## config.mk

```make
export PLATFORM = sky130hd
export DESIGN_NAME = data_mem_arbiter
export DESIGN_NICKNAME = d
export VERILOG_FILES = /design/src/rtl/data_mem_arbiter_pkg.sv /design/src/rtl/data_mem_arbiter_load_formatter.sv /design/src/rtl/data_mem_arbiter.sv
export SDC_FILE = /design/constraint.sdc
export NUM_CORES = 1
export LEC_CHECK = 0
export CAP_MARGIN = 40
export CORE_AREA = 2 2 108 110
export CTS_CLUSTER_SIZE = 10
export DETAILED_ROUTE_END_ITERATION = 6
export DIE_AREA = 0 0 110 112
export PLACE_DENSITY = 0.73
export RECOVER_POWER = 100
export SYNTH_ARGS = -nofsm -noshare
export SYNTH_HDL_FRONTEND = slang
export SYNTH_SLANG_ARGS = --single-unit
```

## constraint.sdc

```tcl
create_clock -name clk -period 1.9 [get_ports clk]
set_clock_uncertainty 0.05 [all_clocks]
set_input_delay 0.38 -clock clk [delete_from_list [all_inputs] [get_ports clk]]
set_output_delay 0.38 -clock clk [all_outputs]
set_load 0.05 [all_outputs]
```

## src/rtl/data_mem_arbiter_pkg.sv

```systemverilog
// rtl/data_mem_arbiter_pkg.sv - shared widths, funct3 codes, arbiter state type and alignment helper
package data_mem_arbiter_pkg;

  localparam int DATA_WIDTH          = 32;
  localparam int DATA_MEM_DEPTH      = 1024;
  localparam int DATA_MEM_ADDR_WIDTH = $clog2(DATA_MEM_DEPTH);
  localparam int ARB_PORTS           = 2;

  localparam logic [2:0] FUNCT3_LB  = 3'b000;
  localparam logic [2:0] FUNCT3_LH  = 3'b001;
  localparam logic [2:0] FUNCT3_LW  = 3'b010;
  localparam logic [2:0] FUNCT3_LBU = 3'b100;
  localparam logic [2:0] FUNCT3_LHU = 3'b101;
  localparam logic [2:0] FUNCT3_SB  = 3'b000;
  localparam logic [2:0] FUNCT3_SH  = 3'b001;
  localparam logic [2:0] FUNCT3_SW  = 3'b010;

  typedef enum logic [0:0] {ARB_INIT, ARB_RUN} arb_state_e;

  // Undefined funct3 codes report as not ok, so they share the misaligned path.
  function automatic logic access_ok(input logic we, input logic [2:0] funct3,
                                     input logic [1:0] byte_off);
    logic ok;
    ok = 1'b0;
    if (we) begin
      case (funct3)
        FUNCT3_SB: ok = 1'b1;
        FUNCT3_SH: ok = ~byte_off[0];
        FUNCT3_SW: ok = (byte_off == 2'b00);
        default:   ok = 1'b0;
      endcase
    end else begin
      case (funct3)
        FUNCT3_LB, FUNCT3_LBU: ok = 1'b1;
        FUNCT3_LH, FUNCT3_LHU: ok = ~byte_off[0];
        FUNCT3_LW:             ok = (byte_off == 2'b00);
        default:               ok = 1'b0;
      endcase
    end
    return ok;
  endfunction

endpackage

```

## src/rtl/data_mem_arbiter_load_formatter.sv

```systemverilog
// rtl/data_mem_arbiter_load_formatter.sv - byte/half lane extraction with sign or zero extension
module load_formatter
  import data_mem_arbiter_pkg::*;
#(
  parameter int WIDTH = 32
) (
  input  logic [2:0]       funct3,
  input  logic [1:0]       byte_off,
  input  logic [WIDTH-1:0] raw,
  output logic [WIDTH-1:0] data
);

  logic [WIDTH-1:0] shifted;

  always_comb begin
    shifted = raw >> {byte_off, 3'b000};
    data    = '0;
    case (funct3)
      FUNCT3_LB:  data = {{(WIDTH-8){shifted[7]}}, shifted[7:0]};
      FUNCT3_LH:  data = {{(WIDTH-16){shifted[15]}}, shifted[15:0]};
      FUNCT3_LW:  data = raw;
      FUNCT3_LBU: data = {{(WIDTH-8){1'b0}}, shifted[7:0]};
      FUNCT3_LHU: data = {{(WIDTH-16){1'b0}}, shifted[15:0]};
      default:    data = '0;
    endcase
  end

endmodule

```

## src/rtl/data_mem_arbiter.sv

```systemverilog
// rtl/data_mem_arbiter.sv - two-port round-robin sequencer in front of the synchronous data memory
module data_mem_arbiter #(
  parameter int DATA_WIDTH          = data_mem_arbiter_pkg::DATA_WIDTH,
  parameter int DATA_MEM_DEPTH      = data_mem_arbiter_pkg::DATA_MEM_DEPTH,
  parameter int DATA_MEM_ADDR_WIDTH = $clog2(DATA_MEM_DEPTH),
  parameter bit CLEAR_ON_RESET      = 1'b1
) (
  input  logic                    clk,
  input  logic                    rst_n,
  input  logic [1:0]              req_valid_i,
  output logic [1:0]              req_ready_o,
  input  logic [1:0]              req_we_i,
  input  logic [5:0]              req_funct3_i,
  input  logic [2*DATA_WIDTH-1:0] req_addr_i,
  input  logic [2*DATA_WIDTH-1:0] req_wdata_i,
  output logic [1:0]              resp_valid_o,
  output logic [DATA_WIDTH-1:0]   resp_rdata_o,
  output logic                    resp_err_o,
  output logic                    init_done_o,
  output logic                    mem_we_o,
  output logic                    mem_re_o,
  output logic [2:0]              mem_funct3_o,
  output logic [DATA_WIDTH-1:0]   mem_addr_o,
  output logic [DATA_WIDTH-1:0]   mem_wdata_o,
  input  logic [DATA_WIDTH-1:0]   mem_rdata_i
);
  import data_mem_arbiter_pkg::*;

  arb_state_e                     state, state_n;
  logic [DATA_MEM_ADDR_WIDTH-1:0] cnt;
  logic                           last_word;
  logic                           rr_ptr;
  logic                           gnt_any, gnt_id;
  logic                           g_we, g_ok;
  logic [2:0]                     g_funct3;
  logic [DATA_WIDTH-1:0]          g_addr, g_wdata;
  logic [1:0]                     rsp_valid_q;
  logic                           rsp_err_q, rsp_load_q;
  logic [2:0]                     rsp_funct3_q;
  logic [1:0]                     rsp_off_q;
  logic [DATA_WIDTH-1:0]          fmt_data;

  assign last_word = (cnt == DATA_MEM_ADDR_WIDTH'(DATA_MEM_DEPTH - 1));

  // rr_ptr names the port that wins when both request at once.
  always_comb begin
    gnt_any  = |req_valid_i;
    gnt_id   = (&req_valid_i) ? rr_ptr : req_valid_i[1];
    g_we     = gnt_id ? req_we_i[1] : req_we_i[0];
    g_funct3 = gnt_id ? req_funct3_i[5:3] : req_funct3_i[2:0];
    g_addr   = gnt_id ? req_addr_i[2*DATA_WIDTH-1:DATA_WIDTH] : req_addr_i[DATA_WIDTH-1:0];
    g_wdata  = gnt_id ? req_wdata_i[2*DATA_WIDTH-1:DATA_WIDTH] : req_wdata_i[DATA_WIDTH-1:0];
    g_ok     = access_ok(g_we, g_funct3, g_addr[1:0]);
  end

  // Outputs are gated by rst_n so they drop the moment reset is asserted.
  always_comb begin
    state_n      = state;
    req_ready_o  = 2'b00;
    mem_we_o     = 1'b0;
    mem_re_o     = 1'b0;
    mem_funct3_o = 3'b000;
    mem_addr_o   = '0;
    mem_wdata_o  = '0;
    init_done_o  = 1'b0;
    if (rst_n) begin
      case (state)
        ARB_INIT: begin
          mem_we_o     = 1'b1;
          mem_funct3_o = FUNCT3_SW;
          mem_addr_o   = DATA_WIDTH'(cnt) << 2;
          if (last_word) state_n = ARB_RUN;
        end
        ARB_RUN: begin
          init_done_o = 1'b1;
          if (gnt_any) begin
            req_ready_o[gnt_id] = 1'b1;
            mem_we_o            = g_we & g_ok;
            mem_re_o            = ~g_we & g_ok;
            mem_funct3_o        = g_funct3;
            mem_addr_o          = g_addr;
            mem_wdata_o         = g_wdata;
          end
        end
      endcase
    end
  end

  always_ff @(posedge clk or negedge rst_n) begin
    if (!rst_n) begin
      state        <= CLEAR_ON_RESET ? ARB_INIT : ARB_RUN;
      cnt          <= '0;
      rr_ptr       <= 1'b0;
      rsp_valid_q  <= 2'b00;
      rsp_err_q    <= 1'b0;
      rsp_load_q   <= 1'b0;
      rsp_funct3_q <= 3'b000;
      rsp_off_q    <= 2'b00;
    end else begin
      state       <= state_n;
      rsp_valid_q <= 2'b00;
      if (state == ARB_INIT) cnt <= cnt + 1'b1;
      if (state == ARB_RUN && gnt_any) begin
        rr_ptr              <= ~gnt_id;
        rsp_valid_q[gnt_id] <= 1'b1;
        rsp_err_q           <= ~g_ok;
        rsp_load_q          <= ~g_we;
        rsp_funct3_q        <= g_funct3;
        rsp_off_q           <= g_addr[1:0];
      end
    end
  end

  load_formatter #(.WIDTH(DATA_WIDTH)) u_load_formatter (
    .funct3   (rsp_funct3_q),
    .byte_off (rsp_off_q),
    .raw      (mem_rdata_i),
    .data     (fmt_data)
  );

  assign resp_valid_o = rsp_valid_q;
  assign resp_err_o   = (|rsp_valid_q) & rsp_err_q;
  assign resp_rdata_o = ((|rsp_valid_q) && rsp_load_q && !rsp_err_q) ? fmt_data : '0;

endmodule
```

==> reports/metrics.yaml <==
drt:
  wl_per_cell_um: 25.58
  drc_errors: 0
  drt_iter0_drc: 452
  drt_first_pass_iters: 5
  wl_um: 24330
  vias: 5275
  antenna_left: 0
  routed_via_density: 5.547
yosys:
  netlist_top_cells_area: "nand2_1 20%, dfrtp_1 19%, a21oi_1 16%, mux2i_1 8.2%, o21ai_0 4.5%"
  yosysMostFrequentCell: "nand2_1"
  synth_top_cells_by_count: "147 x nand2_1, 89 x a21oi_1, 25 x o21ai_0"
  yosysSeqAreaShare_pct: 18.76
  netlist.top_cell.by_area: "nand2_1"
  syn_area_per_cell_um2: 6.157
  yosysUniqueCellTypes: 40
  synthArstFlopShare_pct: 100.0
  synth-edff-count: 0
  ys_warn_count: 0
  synthFlopType: "dfrtp_1"
  syn-num-nets: 628
  netlist.area_leader.share_pct: 19.70
  synth.cell_area_um2: 2801
  postSynthCellCount: 455
  ys_ff_latch: 21
sta:
  finalHoldViolations: 0
  grt_setup_unrepaired: "yes"
  worst_pin_slew_ns: 0.8136
  clock.fmax_mhz: 414.0
  relSlewSlack_pct: 45.76
  setup_ws_ns: -0.5154
  maxSlewViolCount: 0
  setup_tns_ns: -41.34
  finalCriticalPeriod_ns: 2.415
  timing.hold.ws_ns: 0.1287
  setup_viol_count_final: 104
  fin_crit_sh_pct: 127.1
clocking:
  htreeDepth: 1
  cts.sinks: 21
  cts_tree: "done"
  clock_path_buffers: 2
  clkTransAtPathRegs_ns: 0.06
  numCtsBuffers: 3
  clock_latency_ns: 0.25
  clock-root-buffer: "clkbuf_16"
  ctsHoldBuffers: 0
global_routing:
  grt_pass1_vias: 5579
  antenna_found_initial: 0
  grt_max_degree: 33
  grt_pass1_wl_um: 31890
  grtUsageTotal_pct: 34.22
  gr-total-overflow: 0
floorplan:
  initial_utilization_pct: 25.07
  die_w_um: 110
  dieArea_um2: 12320
  die_height_um: 112
  rows: 39
  core_um2: 11170
  io_pins: 279
power:
  p_switching_mw: 0.7636
  pwr-share-comb_pct: 59.6
  p_clk_share_pct: 20.1
  p_leak_nw: 3.825
  p_sw_share_pct: 34.62
  internal_power_mw: 1.442
  p_per_area_nw_per_um2: 220.2
  power_frac_seq_pct: 20.3
  ir_drop_mv: 0.3559
status:
  status: "finished, violations left"
  violations: "negative setup slack"
final_layout:
  design_area_um2: 10020
  antenna_cells: 0
  fin_cells: 951
  drive_above_1_share_pct: 59.03
  final_nets: 982
  area_growth_pct: 257.6
  final_util_pct: 89.64
place:
  place_area_um2: 8090
  gp_congestion: 0.8789
  dp_hpwl_um: 13840
  dp.cells: 904
  portBuffers: 278
setup_path:
  cp_max_fo: 6
  cp.arrival_ns: 1.99
  crit_required_ns: 1.47
  endpoint_kind: "output port"
  crit_type: "flop to output port"
  start_kind: "flop"
worst_hold_path:
  hold_class: "input port to asynchronous set/reset pin"
job:
  max-cap-violations: 0
per-stage QoR:
stage / worst slack (ns) / power (mW)
after global placement: -0.7032 / 1.289
after floorplan: -0.2956 / 0.7645
final: -0.5154 / 2.206
after global routing: -0.5636 / 2.269
after detailed placement: -0.7879 / 1.309
after CTS: -0.4828 / 2.063
critical path, cell delays in order (launching register included):
cell and delay [ns]:
dfrtp_1 0.41, inv_2 0.08, a21boi_4 0.15, buf_12 0.15, buf_12 0.11, buf_12 0.10
buf_8 0.11, buf_12 0.14, nand2_4 0.07, a21oi_4 0.22, buf_12 0.17
worst paths after layout:
check                      depth (start not counted)        from  slack (ns)              end
max in group asynchronous                          3       rst_n        0.68  resp_valid_o[0]
min reg2reg                                        2  rsp_load_q        0.46       rsp_load_q
max                                               10      rr_ptr       -0.52   mem_addr_o[23]
max reg2reg                                        5       state           0           rr_ptr
min in group clk                                   2  rsp_load_q        0.46       rsp_load_q
min                                                2       rst_n        0.13           rr_ptr
flip-flops by register name (all words and copies together), names as in the netlist:
signal and cells:
cnt 10, resp_valid_o 2, rr_ptr 1, rsp_err_q 1
rsp_funct3_q 3, rsp_load_q 1, rsp_off_q 2, state 1
layout by cell type (no fill, tap or decap), types with 7 or more instances in the layout:
cell and n:
o21ai_0 16, buf_12 104, nor2_4 9, o21ai_4 11
nand2_2 29, buf_6 38, mux2i_1 8, xnor2_1 8
buf_16 9, a22oi_2 7, buf_4 49, nand2_1 49
mux2i_4 13, a21oi_1 8, nor2_1 9, dfrtp_1 19
clkbuf_16 7, a211oi_2 11, a21oi_4 77, clkdlybuf4s50_1 164
nand2_4 67
layer usage:
metal / part of all wire (%) / up-vias / global-route usage (%)
li1: - / 2270 / -
met1: 34 / 2551 / 38.15
met2: 53 / 349 / 62.33
met3: 7.2 / 105 / 6.499
met4: 5.8 / 0 / 13.84
met5: 0 / - / 0
timing repair:
action | CTS | global route
buffers inserted | 22 | 9
resized for setup | 210 | 110
cloned | 12 | 4
hold endpoints to repair | 0 | 0
pin swaps | 85 | 97
endpoints found under the setup margin | 103 | 103
cells by family (layout without fill, tap and decap cells):
family                     count (synthesis)  in the layout  share of synthesized area [%]
buffers and inverters                     45            398                          7.280
adders and majority gates                  1              1                         0.4466
AOI/OAI and AO/OA                        151            151                          30.37
DFF                                       21             21                          18.76
and+or+nand+nor                          201            201                          30.10
muxes                                     27             27                          10.23
xor gates and xnor gates                   9              9                          2.814
power groups by stage:
stage | clock network, mW | registers (mW) | logic (mW)
final | 0.444 | 0.447 | 1.31
after CTS | 0.452 | 0.447 | 1.16
after detailed placement | 0 | 0.455 | 0.854
after global placement | 0 | 0.455 | 0.833
after global routing | 0.467 | 0.447 | 1.36
after floorplan | 0 | 0.456 | 0.309
area by class of cell:
cell class | instances | area [µm²]
Clock buffer | 3 | 75.07
Fill cell | 452 | 1157
Clock inverter | 1 | 5.005
Multi-Input combinational cell | 389 | 4121
Sequential cell | 21 | 528.0
Inverter | 5 | 18.77
Timing Repair Buffer | 389 | 5090
Tap cell | 143 | 178.9
Note: power is estimated with default switching activity, not from simulation.
